File: src/rtl/elastic_buffer_pkg.sv
// Shared helpers for the elastic buffer: occupancy counter width and parameter sanity predicates.
package elastic_buffer_pkg;

    // Occupancy runs 0..depth inclusive, so it needs one more code point than the pointers.
    function automatic int cnt_w(input int depth);
        return $clog2(depth + 1);
    endfunction

    function automatic bit is_pow2(input int value);
        return (value > 0) && ((value & (value - 1)) == 0);
    endfunction

    function automatic bit af_level_ok(input int af_level, input int depth);
        return (af_level >= 1) && (af_level <= depth);
    endfunction

endpackage

File: src/rtl/elastic_buffer.sv
// Valid/ready elastic buffer: DEPTH-entry FIFO with registered-only in_ready, almost_full and synchronous flush.
module elastic_buffer
    import elastic_buffer_pkg::*;
#(
    parameter int WIDTH    = 8,
    parameter int DEPTH    = 4,
    parameter int AF_LEVEL = DEPTH - 1
) (
    input  logic                      clk,
    input  logic                      rst_n,
    input  logic                      flush,
    input  logic                      in_valid,
    input  logic [WIDTH-1:0]          in_data,
    output logic                      in_ready,
    output logic                      out_valid,
    output logic [WIDTH-1:0]          out_data,
    input  logic                      out_ready,
    output logic [cnt_w(DEPTH)-1:0]   count,
    output logic                      almost_full
);

    localparam int PW = $clog2(DEPTH);
    localparam int CW = cnt_w(DEPTH);

    if (!is_pow2(DEPTH) || DEPTH < 2) begin : g_bad_depth
        $error("elastic_buffer: DEPTH must be a power of two and at least 2");
    end
    if (!af_level_ok(AF_LEVEL, DEPTH)) begin : g_bad_af_level
        $error("elastic_buffer: AF_LEVEL must lie in 1..DEPTH");
    end

    logic [WIDTH-1:0] mem [DEPTH];
    logic [PW-1:0]    wr_ptr;
    logic [PW-1:0]    rd_ptr;
    logic [CW-1:0]    count_q;
    logic             push;
    logic             pop;

    // in_ready looks only at stored occupancy, so a full buffer refuses a push even when a pop frees a slot.
    assign in_ready    = (count_q != CW'(DEPTH));
    assign out_valid   = (count_q != '0);
    assign out_data    = mem[rd_ptr];
    assign count       = count_q;
    assign almost_full = (count_q >= CW'(AF_LEVEL));

    assign push = in_valid && in_ready;
    assign pop  = out_valid && out_ready;

    // NOTE: state registers use non-blocking assignments so every flop samples pre-edge values.
    always_ff @(posedge clk or negedge rst_n) begin
        if (!rst_n) begin
            wr_ptr  <= '0;
            rd_ptr  <= '0;
            count_q <= '0;
        end else if (flush) begin
            wr_ptr  <= '0;
            rd_ptr  <= '0;
            count_q <= '0;
        end else begin
            if (push) wr_ptr <= wr_ptr + 1'b1;
            if (pop)  rd_ptr <= rd_ptr + 1'b1;
            case ({push, pop})
                2'b10:   count_q <= count_q + 1'b1;
                2'b01:   count_q <= count_q - 1'b1;
                default: count_q <= count_q;
            endcase
        end
    end

    // NOTE: storage is reset so out_data reads zero out of reset; flush deliberately leaves contents alone.
    always_ff @(posedge clk or negedge rst_n) begin
        if (!rst_n) begin
            for (int i = 0; i < DEPTH; i++) mem[i] <= '0;
        end else if (push && !flush) begin
            mem[wr_ptr] <= in_data;
        end
    end

endmodule
File: config.mk
export PLATFORM = sky130hd
export DESIGN_NAME = elastic_buffer
export DESIGN_NICKNAME = d
export VERILOG_FILES = /design/src/rtl/elastic_buffer_pkg.sv /design/src/rtl/elastic_buffer.sv
export SDC_FILE = /design/constraint.sdc
export NUM_CORES = 1
export LEC_CHECK = 0
export ABC_AREA = 1
export CORE_MARGIN = 2
export CORE_UTILIZATION = 33
export DETAILED_ROUTE_END_ITERATION = 12
export PLACE_DENSITY = 0.55
export SLEW_MARGIN = 20
export SYNTH_ARGS = -nofsm -noshare
export SYNTH_HDL_FRONTEND = slang
export SYNTH_SLANG_ARGS = --single-unit
File: constraint.sdc
create_clock -name clk -period 3.5 [get_ports clk]
set_input_delay 0.875 -clock clk [delete_from_list [all_inputs] [get_ports clk]]
set_output_delay 0.875 -clock clk [all_outputs]
set_load 0.1 [all_outputs]
== Yosys cells after proc, flatten, opt, wreduce, memory -nomap -nowiden ==
Cells that the tools add are included.
Word-level totals
  RAM bits: 0
  memories: 0
  word-level logic and storage cells: 41
  latch bits: 0
  memory bits (read-only): 0
  bits in registers: 39
Cells by class
  shift operators: 0
  multiplexer cells: 12
  $lt $le $gt $ge: 4
  $mul: 0
  add/sub/neg operators: 4
  equal/unequal tests: 3
  bitwise operators: 2
  div/mod/pow operators: 0
  reductions and logical operators: 9
Operators with widths (number)
  bitwise mux 32 bit: 1
  2-to-1 mux 8 bit: 3
  binary-select mux 8 bit (select 2 bit): 1
  demux 8 bit (select 2 bit): 1
  2-to-1 mux 2 bit: 4
  >= comparator 3 bit (second input constant): 2
  inverter 2 -> 3 bit: 2
  case mux 3 bit (2 select lines): 1
  nonzero test 3 bit: 2
  adder 2 x 1 -> 2 bit (second input constant): 2
  logical AND 1 bit: 4
  nonzero test 2 bit: 2
  adder 3 x 1 -> 3 bit (second input constant): 1
  >= comparator 3 x 2 -> 1 bit (second input constant): 1
  less-than comparator 3 x 1 -> 1 bit (second input constant): 1
  2-to-1 mux 3 bit: 1
  != test 3 bit (second input constant): 1
  subtractor 3 x 1 -> 3 bit (second input constant): 1
  equality test 2 x 1 -> 1 bit (second input constant): 1
  equality test 2 bit (second input constant): 1
  logical NOT 1 bit: 1

== Longest topological paths before layout ==
Gate-level depths: netlist (run 1).
  depth after elaboration: 6
  mapped depth: 13
  mapped depth without buffers: 12

== Least setup slack after synthesis (run 1) ==
No wires, ideal clock.
  kind: reg2out
  start point: register rd_ptr[0]
  end point: output port out_data[0]
  arrival: 2.363 ns
  cell stages (with the launch flop): 6
  path slack: 0.262 ns
  data required time: 2.625 ns
  cell sequence: dfrtp_1 -> buf_2 -> inv_1 -> buf_2 -> o21ai_0 -> o22ai_1
On the way
  cells in the longest elaborated chain, start to end: 4
RTL lines
  from (decl): RTL line elastic_buffer.sv:34  | logic [PW-1:0] rd_ptr;
  from (signal assigned): RTL line elastic_buffer.sv:61  | if (pop) rd_ptr <= rd_ptr + 1'b1;
  inverter 2 -> 3 bit (not written as such): RTL line elastic_buffer.sv:42  | assign out_data = mem[rd_ptr];
  binary-select mux 8 bit (select 2 bit): RTL line elastic_buffer.sv:42
  2-to-1 mux 8 bit (not written as such) (2 in a row): RTL line elastic_buffer.sv:42
  to (decl): RTL line elastic_buffer.sv:16  | output logic [WIDTH-1:0] out_data,
Every way passes these cells. The select of a mux whose other input is x is not followed.

== Worst setup path in the final report (run 1) ==
  start point: register rd_ptr[1]
  end point: output port out_data[1]
The elaborated chain is that of the path after synthesis.

==> results of run 1 <==
-- cell usage after synthesis, types with 3 or more instances --
cell / number
inv_1: 16
nand2_1: 50
nand4_1: 3
a21oi_1: 3
dfrtp_1: 39
buf_6: 4
o21ai_1: 24
o21ai_0: 18
nor2_1: 18
nand2_4: 6
nand3_1: 4
o21ai_2: 8
o22ai_1: 8
ha_1: 4
-- worst register-to-register path: cells and delay by family, from the launching register on --
| kind | cells | cell delay, ps |
|---|---|---|
| XOR/XNOR | 1 | 180 |
| adder cells (fa/ha/maj) | 1 | 410 |
| buffers and inverters | 2 | 140 |
| flip-flops | 1 | 450 |
| AND/OR/NAND/NOR | 8 | 800 |
-- cell type report --
| cell class | count | area (µm²) |
|---|---|---|
| multi-input combinational | 152 | 827.0 |
| inverter | 18 | 67.56 |
| timing repair buffer | 27 | 227.7 |
| clock inverter | 2 | 12.51 |
| clock buffer | 6 | 72.57 |
| sequential | 39 | 975.9 |
| fill | 600 | 3334 |
| tap | 72 | 90.09 |
-- registers in the layout, indices dropped and copies added, names as in the netlist --
signal,count
wr_ptr,2
rd_ptr,2
mem,32
count,3
-- cell families (layout without fill, tap and decap cells) --
| kind of cell | Yosys count | in the layout | synth area share, % |
|---|---|---|---|
| and+or+nand+nor | 84 | 84 | 20.31 |
| adders and majority gates | 5 | 5 | 3.611 |
| xor gates and xnor gates | 2 | 2 | 0.9028 |
| AOI/OAI and AO/OA | 61 | 61 | 17.80 |
| buffers and inverters | 27 | 53 | 7.093 |
| DFF | 39 | 39 | 50.29 |
-- worst paths after layout --
path                            from     endpoint  slack [ps]  cells past startpoint
max                        rd_ptr[1]  out_data[1]         890                      4
min                          mem[19]      mem[19]         480                      2
max reg2reg                 count[1]     count[2]        1440                     12
min reg2reg                  mem[19]      mem[19]         480                      2
max in group asynchronous      rst_n     count[0]        2250                      1
min in group asynchronous      rst_n       mem[3]         700                      1
-- metrics by stage --
stage / utilization [%] / std cells / hold WS, ps / instance area (µm²) / setup WS (ps)
6_report: 40.54 / 316 / 483.1 / 2273 / 889.6
5_1_grt: 40.54 / 316 / 500.7 / 2273 / 709.4
2_1_floorplan: - / 218 / 449.6 / 1941 / 261.6
3_5_place_dp: 39.02 / 308 / 464.1 / 2188 / 867.8
3_3_place_gp: 39.02 / 308 / 461.0 / 2188 / 889.1
4_1_cts: 40.54 / 316 / 484.0 / 2273 / 833.9
-- metal layers --
metal  part of all wire [%]  track usage, %  up-vias
li1                       -               -      765
met3                    4.0           3.820        6
met1                     48           18.34      714
met5                      0               0        -
met4                    1.7           5.085        0
met2                     47           22.75       28
==> flow_metrics.env, run 1 <==
export IMPL_ys_flop_type="dfrtp_1"
export IMPL_synth_area_mm2=0.001941
export IMPL_syn_mean_instance_area_um2=8.902
export IMPL_critical_path_buf_inv_count=2
export IMPL_fmax_mhz=383.1
export IMPL_clockBufferDepth=2
export IMPL_htreeDepth=2
export IMPL_die_h_um=80.69
export IMPL_required_ps=2620
export IMPL_clk_pin_slew_ps=70
export IMPL_drive_above_1_share_pct=17.21
export IMPL_first_pass_iters=4
export IMPL_die_area_mm2=0.006510
export IMPL_layout_nets=261
export IMPL_drc=0
export IMPL_grt_max_degree=40
export IMPL_ctsHoldBuffers=0
export IMPL_drv_cap=0
export IMPL_drt_total_wl_um=4089
export IMPL_hold_class="reg -> reg"
export IMPL_gp_congestion=0.7465
export IMPL_clock_sinks=39
export IMPL_criticalPathCategory="reg -> out"
export IMPL_start_util_pct=34.61
export IMPL_antenna_found_initial=0
export IMPL_vias=1513
export IMPL_grt_use_total_pct=14.18
export IMPL_worst_skew_pair_late_latency_ps=290
export IMPL_crit_arrival_ps=1740
export IMPL_finClkSkew_ps=9.269
export IMPL_yosys_warnings=0
export IMPL_io_pins=27
export IMPL_yosysTopAreaCell="dfrtp_1"
export IMPL_yosysSeqAreaShare_pct=50.29
export IMPL_async_flop_share_pct=100.0
export IMPL_cts_setup_buffers=0
export IMPL_grt_setup_unrepaired="no"
export IMPL_ant_nets=0
export IMPL_end_kind="primary output"
export IMPL_final_cell_mix="nand2_1, dfrtp_1, o21ai_1"
export IMPL_rows=27
export IMPL_syn_inst=218
export IMPL_ys_ff_latch=39
export IMPL_core_mm2=0.005608
export IMPL_start_kind="register"
export IMPL_portBuffers=26
export IMPL_root_buffer="clkbuf_8"
export IMPL_antenna_cells=0
export IMPL_crit_chain="inv_1 > o21ai_0 > o22ai_1 > buf_4"
export IMPL_wire_per_inst_um=12.94
export IMPL_cts_tree="done"
export IMPL_synthDistinctLibCells=24
export IMPL_setup_violations_final=0
export IMPL_grt_pass1_vias=1436
export IMPL_gr_total_overflow=0
export IMPL_cp_top_family="buffers and inverters"
export IMPL_cpPeakStageDelay_ps=520
export IMPL_synth_edf_count=0
export IMPL_place_hpwl_um=2655
export IMPL_crit_path_top_delay_cell="dfrtp_1"
export IMPL_post_drt_via_cell_ratio=4.788
export IMPL_area_growth_pct=17.15
export IMPL_synth_top_cells_by_area="dfrtp_1, nand2_1, o21ai_1, o21ai_0, o21ai_2"
export IMPL_fp_dieW_um=80.69
export IMPL_cp_max_fo=10
export IMPL_fin_crit_ps=2610
export IMPL_final_common_cell="nand2_1"
export IMPL_yosysTopAreaCellShare_pct=50.29
export IMPL_cts_resized=0
export IMPL_numCtsBuffers=5
export IMPL_status="finished, final reports clean"
export IMPL_finalMaxSlewViolations=0
export IMPL_hold_violations=0
export IMPL_period_share_pct=74.58
export IMPL_tightestPinTransition_ps=882.3
export IMPL_drt_iter0_markers=58
export IMPL_grt_first_pass_wirelength_um=6927
export IMPL_relSlewSlack_pct=41.18
export IMPL_synth_net_count=236
export IMPL_tns_ps=0
Power of run 1 is not shown: default switching activity piles up to over one toggle a cycle in this logic, so the estimate is an artifact.
==> run 2, diff against run 1 <==
PLACE_DENSITY = 0.57   (was 0.55)
clock period = 2.16 ns   (was 3.5 ns; I/O delays follow)
==> run 2 against run 1 <==
Clock-buffer cell count did not move. Worst setup slack got worse by 800 ps. Wire length is essentially flat. Cell count rose by 1.9%. Sequential share of layout area down 6.4 points. Final area grew 19%. Via count increased by 0.73%. Largest cell class unchanged. Critical endpoint is now out_data[3]. Clock skew shrank 0.77 ps.
==> flow_metrics.env, run 2 (synthesis gave the netlist of run 1 again) <==
export IMPL_grt_setup_unrepaired="no"
export IMPL_clockBufferDepth=2
export IMPL_grt_pass1_vias=1487
export IMPL_period_share_pct=95.92
export IMPL_final_cell_mix="nand2_1, dfrtp_1, o21ai_1"
export IMPL_fp_dieW_um=80.69
export IMPL_setup_violations_final=0
export IMPL_cp_max_fo=11
export IMPL_htreeDepth=2
export IMPL_root_buffer="clkbuf_8"
export IMPL_grt_max_degree=40
export IMPL_start_util_pct=34.61
export IMPL_core_mm2=0.005608
export IMPL_die_area_mm2=0.006510
export IMPL_start_kind="register"
export IMPL_required_ps=1620
export IMPL_holdWs_ps=296.7
export IMPL_place_hpwl_um=2755
export IMPL_finalMaxSlewViolations=0
export IMPL_worst_skew_pair_late_latency_ps=290
export IMPL_gr_total_overflow=0
export IMPL_grt_first_pass_wirelength_um=7155
export IMPL_first_pass_iters=4
export IMPL_drv_cap=0
export IMPL_hold_class="in -> async"
export IMPL_die_h_um=80.69
export IMPL_numCtsBuffers=5
export IMPL_grt_use_total_pct=14.51
export IMPL_cts_tree="done"
export IMPL_vias=1524
export IMPL_cp_startpoint="rd_ptr[0]"
export IMPL_drc=0
export IMPL_crit_arrival_ps=1530
export IMPL_fmax_mhz=482.7
export IMPL_clk_pin_slew_ps=80
export IMPL_area_growth_pct=39.26
export IMPL_criticalPathCategory="reg -> out"
export IMPL_r2r_slack_ps=190
export IMPL_hold_violations=0
export IMPL_largest_register="mem"
export IMPL_portBuffers=26
export IMPL_gp_congestion=0.7769
export IMPL_tightestPinTransition_ps=498.7
export IMPL_ant_nets=0
export IMPL_ctsHoldBuffers=0
export IMPL_antenna_found_initial=0
export IMPL_r2r_start="count[0]"
export IMPL_io_pins=27
export IMPL_end_kind="primary output"
export IMPL_clock_sinks=39
export IMPL_antenna_cells=0
export IMPL_final_common_cell="nand2_1"
export IMPL_finClkSkew_ps=8.502
export IMPL_drt_total_wl_um=4085
export IMPL_rows=27
export IMPL_fin_crit_ps=2072
export IMPL_wire_per_inst_um=12.69
export IMPL_largest_reg_flops=32
export IMPL_layout_nets=267
export IMPL_drt_iter0_markers=104
export IMPL_drive_above_1_share_pct=25.20
export IMPL_relSlewSlack_pct=66.76
export IMPL_post_drt_via_cell_ratio=4.733
export IMPL_status="finished, final reports clean"
==> run 2: cell count changes in the layout (fill, tap and decap cells not counted), moves of 3 or more <==
cell	before	now
o22ai_1	8	0
dfrtp_4	0	3
buf_12	0	14
buf_4	15	7
o22ai_4	0	8
dfrtp_1	39	36
==> run 2: metrics by stage <==
stage                     TNS [ps]  instance area (µm²)  std cells  util, %  setup WS, ps
after floorplan             -63.41                 2102        218        -        -63.41
after global placement           0                 2570        314    45.83         52.62
after detailed placement         0                 2570        314    45.83         34.57
after CTS                        0                 2703        322    48.19         59.66
after global routing             0                 2703        322    48.19         1.950
final                            0                 2703        322    48.19         88.11
==> run 2: layout make-up <==
class / instances / area, µm²
inverter: 18 / 67.56
sequential: 39 / 987.2
clock buffer: 6 / 72.57
clock inverter: 2 / 60.06
fill: 551 / 2905
multi-input combinational: 152 / 977.2
tap: 72 / 90.09
timing repair buffer: 33 / 447.9
==> run 2: path summary, 6_finish.rpt <==
path / to / cells after the start
max in group asynchronous: count[2] / 2
min: mem[26] / 2
min reg2reg: mem[21] / 2
max reg2reg: count[2] / 12
max: out_data[3] / 5
min in group clk: mem[21] / 2
==> run 2: repair_timing <==
| action | in CTS | in global routing |
|---|---|---|
| resized for setup | 1 | 0 |
| setup buffers | 0 | 0 |
| endpoints found under the setup margin | 2 | 0 |
==> run 2: worst max-delay path, stage by stage, from the launching register on <==
cell and delay (ps):
dfrtp_1 370, inv_2 80, buf_4 180, o21ai_0 310
o22ai_4 120, buf_12 180
==> run 2: routing by layer <==
layer / part of all wire (%) / track usage [%] / vias to the layer above
li1: - / - / 774
met1: 46 / 19.63 / 705
met2: 47 / 22.67 / 39
met3: 5.1 / 3.483 / 6
met4: 1.9 / 5.085 / 0
met5: 0 / 0 / -
Power of run 2 is left out for the same reason.
